File: src/rtl/fp_mul_pkg.sv
// Shared types, constants and field helpers for the sequential FP32 multiplier.
package fp_mul_pkg;

  localparam int MAN_W = 24;   // significand width including the hidden bit
  localparam int EXP_W = 8;    // exponent field width
  localparam int BIAS  = 127;  // exponent bias
  localparam int CNT_W = 5;    // iteration counter width, 2**CNT_W > MAN_W

  localparam logic [EXP_W-1:0] EXP_ALL1 = 8'hFF;
  localparam logic [31:0]      QNAN     = 32'h7FC0_0000;

  typedef enum logic [2:0] {
    IDLE  = 3'd0,
    CHECK = 3'd1,
    MULT  = 3'd2,
    NORM  = 3'd3,
    DONE  = 3'd4
  } state_t;

  typedef struct packed {
    logic             sign;
    logic [EXP_W-1:0] exp;
    logic [MAN_W-2:0] frac;
  } fp_fields_t;

  // Split a single-precision word into sign, exponent and fraction fields.
  function automatic fp_fields_t fp_split(input logic [31:0] v);
    fp_fields_t f;
    f.sign = v[31];
    f.exp  = v[30:23];
    f.frac = v[22:0];
    return f;
  endfunction

endpackage

File: src/rtl/fp_shift_add_core.sv
// Radix-2 shift-add significand multiplier: one partial product per step.
// The multiplier is held in the low half of the 48-bit accumulator and
// shifts out of bit 0 as the product shifts in from the top.
module fp_shift_add_core #(
  parameter int MAN_W = 24,
  parameter int CNT_W = 5
) (
  input  logic             clk,
  input  logic             rst,
  input  logic             i_load,
  input  logic             i_step,
  input  logic [MAN_W-1:0] i_mcand,
  input  logic [MAN_W-1:0] i_mplier,
  output logic [MAN_W:0]   o_prod_hi,
  output logic             o_last
);

  logic [MAN_W-1:0]   r_mcand;
  logic [2*MAN_W-1:0] r_acc;
  logic [CNT_W-1:0]   r_cnt;
  logic [MAN_W-1:0]   w_addend;
  logic [MAN_W:0]     w_sum;

  assign w_addend  = r_acc[0] ? r_mcand : {MAN_W{1'b0}};
  assign w_sum     = {1'b0, r_acc[2*MAN_W-1:MAN_W]} + {1'b0, w_addend};
  // Only bits 47..23 of the product matter after truncating normalisation.
  assign o_prod_hi = r_acc[2*MAN_W-1:MAN_W-1];
  assign o_last    = (r_cnt == CNT_W'(MAN_W - 1));

  // Load operands, or add the current partial product and shift right.
  always_ff @(posedge clk) begin
    if (rst) begin
      r_mcand <= {MAN_W{1'b0}};
      r_acc   <= {(2*MAN_W){1'b0}};
      r_cnt   <= {CNT_W{1'b0}};
    end else if (i_load) begin
      r_mcand <= i_mcand;
      r_acc   <= {{MAN_W{1'b0}}, i_mplier};
      r_cnt   <= {CNT_W{1'b0}};
    end else if (i_step) begin
      r_acc   <= {w_sum, r_acc[MAN_W-1:1]};
      r_cnt   <= r_cnt + CNT_W'(1);
    end
  end

endmodule

File: src/rtl/fp_mul_seq_ctrl.sv
// Sequencer for FP32 multiply: classify, iterate shift-add, normalise, pack.
module fp_mul_seq_ctrl
  import fp_mul_pkg::*;
(
  input  logic        clk,
  input  logic        rst,
  input  logic        start,
  input  logic [31:0] a,
  input  logic [31:0] b,
  output logic        busy,
  output logic        done,
  output logic [31:0] result,
  output logic        flag_inf,
  output logic        flag_nan,
  output logic        flag_zero
);

  state_t           r_state, w_next;
  logic [31:0]      r_a, r_b, r_result, w_result;
  logic             r_flag_inf, r_flag_nan, r_flag_zero;
  logic             w_flag_inf, w_flag_nan, w_flag_zero;
  logic             r_done, r_busy;
  fp_fields_t       w_fa, w_fb;
  logic             w_a_zero, w_a_inf, w_a_nan, w_b_zero, w_b_inf, w_b_nan;
  logic             w_sign, w_is_nan, w_is_inf, w_is_zero, w_special;
  logic [31:0]      w_special_res, w_norm_res;
  logic             w_norm_inf, w_norm_zero;
  logic             w_load, w_step, w_last, w_accept;
  logic [MAN_W:0]   w_prod_hi;
  logic [MAN_W-2:0] w_norm_frac;
  logic signed [EXP_W+1:0] w_exp_n;

  assign w_fa     = fp_split(r_a);
  assign w_fb     = fp_split(r_b);
  // Denormals share exponent 0 and are flushed to zero.
  assign w_a_zero = (w_fa.exp == 8'h00);
  assign w_b_zero = (w_fb.exp == 8'h00);
  assign w_a_inf  = (w_fa.exp == EXP_ALL1) && (w_fa.frac == 23'd0);
  assign w_b_inf  = (w_fb.exp == EXP_ALL1) && (w_fb.frac == 23'd0);
  assign w_a_nan  = (w_fa.exp == EXP_ALL1) && (w_fa.frac != 23'd0);
  assign w_b_nan  = (w_fb.exp == EXP_ALL1) && (w_fb.frac != 23'd0);
  assign w_sign   = w_fa.sign ^ w_fb.sign;
  assign w_is_nan  = w_a_nan | w_b_nan | (w_a_inf & w_b_zero) | (w_b_inf & w_a_zero);
  assign w_is_inf  = w_a_inf | w_b_inf;
  assign w_is_zero = w_a_zero | w_b_zero;
  assign w_special = w_is_nan | w_is_inf | w_is_zero;
  assign w_accept  = (r_state == IDLE) && start;

  fp_shift_add_core #(
    .MAN_W (MAN_W),
    .CNT_W (CNT_W)
  ) u_core (
    .clk       (clk),
    .rst       (rst),
    .i_load    (w_load),
    .i_step    (w_step),
    .i_mcand   ({1'b1, w_fa.frac}),
    .i_mplier  ({1'b1, w_fb.frac}),
    .o_prod_hi (w_prod_hi),
    .o_last    (w_last)
  );

  // Product bit 47 set means the significand product lies in [2,4).
  assign w_exp_n = $signed({2'b00, w_fa.exp}) + $signed({2'b00, w_fb.exp})
                 - $signed(10'(BIAS)) + $signed({9'd0, w_prod_hi[MAN_W]});
  assign w_norm_frac = w_prod_hi[MAN_W] ? w_prod_hi[MAN_W-1:1] : w_prod_hi[MAN_W-2:0];

  // Pick the special-case word by priority NaN > Inf > zero.
  always_comb begin
    w_special_res = {w_sign, 31'd0};
    if (w_is_nan) begin
      w_special_res = QNAN;
    end else if (w_is_inf) begin
      w_special_res = {w_sign, EXP_ALL1, 23'd0};
    end else begin
      w_special_res = {w_sign, 31'd0};
    end
  end

  // Pack the normalised product, saturating to Inf or flushing to zero.
  always_comb begin
    w_norm_inf  = 1'b0;
    w_norm_zero = 1'b0;
    w_norm_res  = {w_sign, w_exp_n[EXP_W-1:0], w_norm_frac};
    if (w_exp_n >= 10'sd255) begin
      w_norm_inf = 1'b1;
      w_norm_res = {w_sign, EXP_ALL1, 23'd0};
    end else if (w_exp_n <= 10'sd0) begin
      w_norm_zero = 1'b1;
      w_norm_res  = {w_sign, 31'd0};
    end else begin
      w_norm_res = {w_sign, w_exp_n[EXP_W-1:0], w_norm_frac};
    end
  end

  // Next-state, core control and result/flag update decisions.
  always_comb begin
    w_next      = r_state;
    w_load      = 1'b0;
    w_step      = 1'b0;
    w_result    = r_result;
    w_flag_inf  = r_flag_inf;
    w_flag_nan  = r_flag_nan;
    w_flag_zero = r_flag_zero;
    case (r_state)
      IDLE: begin
        if (start) begin
          w_next      = CHECK;
          w_flag_inf  = 1'b0;
          w_flag_nan  = 1'b0;
          w_flag_zero = 1'b0;
        end else begin
          w_next = IDLE;
        end
      end
      CHECK: begin
        if (w_special) begin
          w_next      = DONE;
          w_result    = w_special_res;
          w_flag_nan  = w_is_nan;
          w_flag_inf  = ~w_is_nan & w_is_inf;
          w_flag_zero = ~w_is_nan & ~w_is_inf & w_is_zero;
        end else begin
          w_load = 1'b1;
          w_next = MULT;
        end
      end
      MULT: begin
        w_step = 1'b1;
        if (w_last) begin
          w_next = NORM;
        end else begin
          w_next = MULT;
        end
      end
      NORM: begin
        w_next      = DONE;
        w_result    = w_norm_res;
        w_flag_nan  = 1'b0;
        w_flag_inf  = w_norm_inf;
        w_flag_zero = w_norm_zero;
      end
      DONE:    w_next = IDLE;
      default: w_next = IDLE;
    endcase
  end

  // State, operand latch and registered outputs.
  always_ff @(posedge clk) begin
    if (rst) begin
      r_state     <= IDLE;
      r_a         <= 32'd0;
      r_b         <= 32'd0;
      r_result    <= 32'd0;
      r_flag_inf  <= 1'b0;
      r_flag_nan  <= 1'b0;
      r_flag_zero <= 1'b0;
      r_done      <= 1'b0;
      r_busy      <= 1'b0;
    end else begin
      r_state     <= w_next;
      if (w_accept) begin
        r_a <= a;
        r_b <= b;
      end
      r_result    <= w_result;
      r_flag_inf  <= w_flag_inf;
      r_flag_nan  <= w_flag_nan;
      r_flag_zero <= w_flag_zero;
      r_done      <= (w_next == DONE);
      r_busy      <= (w_next != IDLE);
    end
  end

  assign busy      = r_busy;
  assign done      = r_done;
  assign result    = r_result;
  assign flag_inf  = r_flag_inf;
  assign flag_nan  = r_flag_nan;
  assign flag_zero = r_flag_zero;

endmodule

File: config.mk
export PLATFORM = sky130hd
export DESIGN_NAME = fp_mul_seq_ctrl
export DESIGN_NICKNAME = d
export VERILOG_FILES = /design/src/rtl/fp_mul_pkg.sv /design/src/rtl/fp_shift_add_core.sv /design/src/rtl/fp_mul_seq_ctrl.sv
export SDC_FILE = /design/constraint.sdc
export NUM_CORES = 1
export LEC_CHECK = 0
export ABC_AREA = 1
export CELL_PAD_IN_SITES_DETAIL_PLACEMENT = 0
export CELL_PAD_IN_SITES_GLOBAL_PLACEMENT = 1
export CORE_MARGIN = 2
export CORE_UTILIZATION = 44
export DETAILED_ROUTE_END_ITERATION = 6
export PLACE_DENSITY = 0.89
export SLEW_MARGIN = 10
export SYNTH_ARGS = -nofsm -noshare
export SYNTH_HDL_FRONTEND = slang
export SYNTH_SLANG_ARGS = --single-unit
File: constraint.sdc
create_clock -name clk -period 9.89 [get_ports clk]
set_input_delay 2.967 -clock clk [delete_from_list [all_inputs] [get_ports clk]]
set_output_delay 2.967 -clock clk [all_outputs]
set_load 0.02 [all_outputs]
==> flow_summary.toml <==
[status]
status = "complete, no violations"

[run]
cap_violations = 0

[yosys]
synth_cells = 1490
async_reset_ff_share_pct = 0
synth_nets = 1600
synth-seq-area-share_pct = 37.0
ys_types = 43
syn_area_um2 = 9800
avgSynthCellArea_um2 = 6.58
synth_edf_count = 0
yosysWarnings = 0
synthFlopType = "dfxtp_1"
yosys_register_bits = 181

[route]
drt_iter0_markers = 531
wire_per_inst_um = 14.1
drc_errors = 0
ant_nets = 0
drt-vias-per-instance = 5.14
vias = 9456
routed_wl_um = 26000
first_pass_iters = 7

[clocking]
cts_tree = "done"
clock_latency_ns = 0.43
cts-hold-fix-buffers = 0
cts_resized = 0
cts_made_buffers = 17
cts.sinks = 181
cts_buffer_depth = 2
cts_root_buf = "clkbuf_16"
post_cts_buffers = 0
clk_pin_slew_ns = 0.07
cts_max_level = 4

[final_layout]
layout.cells.most_common = "nand2_1"
num_antenna_cells = 0
areaGrowthSynthToFinish_pct = 17.5
instances_no_fill = 1840
final_cell_area_um2 = 11500
final_util_pct = 52.8
fin_nets = 1657
final_cell_mix = "nand2_1 (314), nor2_1 (225), dfxtp_1 (181)"
drive_gt1_share_pct = 4.42

[global_route]
grt_first_pass_wirelength_um = 43500
grt_pass1_vias = 8741
grt_usage_pct = 22.3
antenna_found_initial = 0
overflow = 0
grt_max_degree = 101

[timing]
setup-tns-final_ns = 0
rsz0062_at_grt = "no"
max_freq_mhz = 207
drv_slew = 0
tightest_slew_ns = 0.895
post-route-min-period_ns = 4.83
min_period_over_period_pct = 48.9
layout_setup_ws_ns = 5.06
skew_ns = 0.0130
relSlewSlack_pct = 40.3
setup_viol_count_final = 0
finalHoldViolations = 0

[pwr]
power.ir.vdd_worst_uv = 125
p_leak_nw = 5.00
powerDensity_nw_per_um2 = 167

[floorplanning]
dieHeight_um = 153
die_width_um = 153
io_pins = 104
start_util_pct = 44.9
design.core.area_um2 = 21800
dieArea_um2 = 23500
rows = 54

[setup_path]
cp_max_fo = 100
arrival_ns = 5.16
timing.rr.end = "u_core.r_acc[39]$_SDFFE_PP0P_"
regToRegSetupSlack_ns = 6.29
critPathCaptureType = "flip-flop"
worstPathRequired_ns = 10.21
crit_path_start_kind = "input port"
r2r-start = "u_core.r_acc[0]$_SDFFE_PP0N_"
reg2regPathDepth = 12
crit_type = "input port to flip-flop"

[placement]
placedCellCount = 1808
portBuffers = 103
placed_area_um2 = 10900
dp_slack_ns = 4.61
hpwl_um = 19000
place_congestion = 0.875

[worst_hold_path]
whs_endpoint = "result[4]$_SDFFE_PP0P_"
worst_hold_path.num_cells = 2
min_path_type = "flip-flop to flip-flop"
worstHoldStart = "result[4]$_SDFFE_PP0P_"
[stage by stage]
stage | total power (W) | hold slack (ns)
2_1_floorplan | 0.00115 | 0.440
3_3_place_gp | 0.00126 | 0.454
3_5_place_dp | 0.00126 | 0.456
4_1_cts | 0.00193 | 0.468
5_1_grt | 0.00203 | 0.491
6_report | 0.00192 | 0.466
[critical path: stages]
cell,delay (ns)
clkdlybuf4s50_1,0.43
nand3_2,0.08
buf_4,0.64
inv_1,0.65
nor2_1,0.26
nor2_1,0.07
[final cells by class]
| cell class | instances | area (um2) |
|---|---|---|
| Tap cell | 280 | 350 |
| Fill cell | 2275 | 10300 |
| Timing Repair Buffer | 114 | 1110 |
| Multi-Input combinational cell | 1070 | 5230 |
| Inverter | 163 | 612 |
| Clock inverter | 13 | 136 |
| Sequential cell | 181 | 3620 |
| Clock buffer | 19 | 453 |
[state kept, by name (all words and copies together) (netlist names)]
register / flops
result: 32
done: 1
r_state: 3
u_core.r_cnt: 5
r_b: 32
busy: 1
u_core.r_mcand: 24
flag_zero: 1
flag_nan: 1
u_core.r_acc: 48
r_a: 32
flag_inf: 1
[worst max path at each step]
stage	cells past startpoint	end	startpoint
floorplan	4	r_a[22]$_SDFFE_PP0P_	start
global placement	6	r_a[14]$_SDFFE_PP0P_	start
detailed placement	6	r_b[0]$_SDFFE_PP0P_	start
CTS	6	r_b[0]$_SDFFE_PP0P_	start
global route	6	r_a[5]$_SDFFE_PP0P_	start
finish	6	r_b[0]$_SDFFE_PP0P_	start
[cell usage after synthesis, types with 2 or more instances]
library cell / n / area (um2)
ha_1: 41 / 513
nand3_1: 99 / 495
inv_2: 3 / 11.3
o21ai_1: 16 / 80.1
nand2_1: 314 / 1180
inv_1: 160 / 601
buf_4: 5 / 37.5
clkbuf_1: 53 / 199
or2_2: 9 / 56.3
o21bai_1: 6 / 45.0
nand3_2: 2 / 20.0
fa_1: 2 / 40.0
buf_2: 11 / 55.1
xor2_1: 6 / 52.6
nand4_1: 47 / 294
buf_6: 4 / 45.0
nand2_2: 2 / 12.5
a31oi_1: 2 / 12.5
nor3_1: 10 / 50.1
nor2_1: 226 / 848
o21ai_0: 124 / 621
buf_1: 3 / 11.3
nand3b_1: 5 / 37.5
a21oi_1: 138 / 691
o21a_1: 3 / 22.5
a21boi_0: 2 / 15.0
dfxtp_1: 181 / 3620
[per-layer routing]
| layer | track usage, % | vias up | routed length [um] |
|---|---|---|---|
| met5 | 0 | - | 0 |
| met4 | 5.91 | 0 | 402 |
| met3 | 3.09 | 26 | 927 |
| met2 | 36.9 | 205 | 11900 |
| met1 | 30.6 | 4255 | 12800 |
| li1 | - | 4970 | - |
[where the power goes]
group / switching, W / internal (W) / total [W] / leakage (nW)
Clock: 0.000324 / 0.000349 / 0.000674 / 0.290
Sequential: 0.0000474 / 0.000796 / 0.000843 / 1.48
Combinational: 0.000258 / 0.000145 / 0.000403 / 3.23
[kinds of logic after synthesis]
group	synth area share, %
xor gates and xnor gates	0.626
and+or+nand+nor	31.2
buffers and inverters	9.79
AOI/OAI and AO/OA	15.7
muxes	0.102
DFF	37.0
adders and majority gates	5.64
No activity file was read; power rests on OpenSTA's default activity.
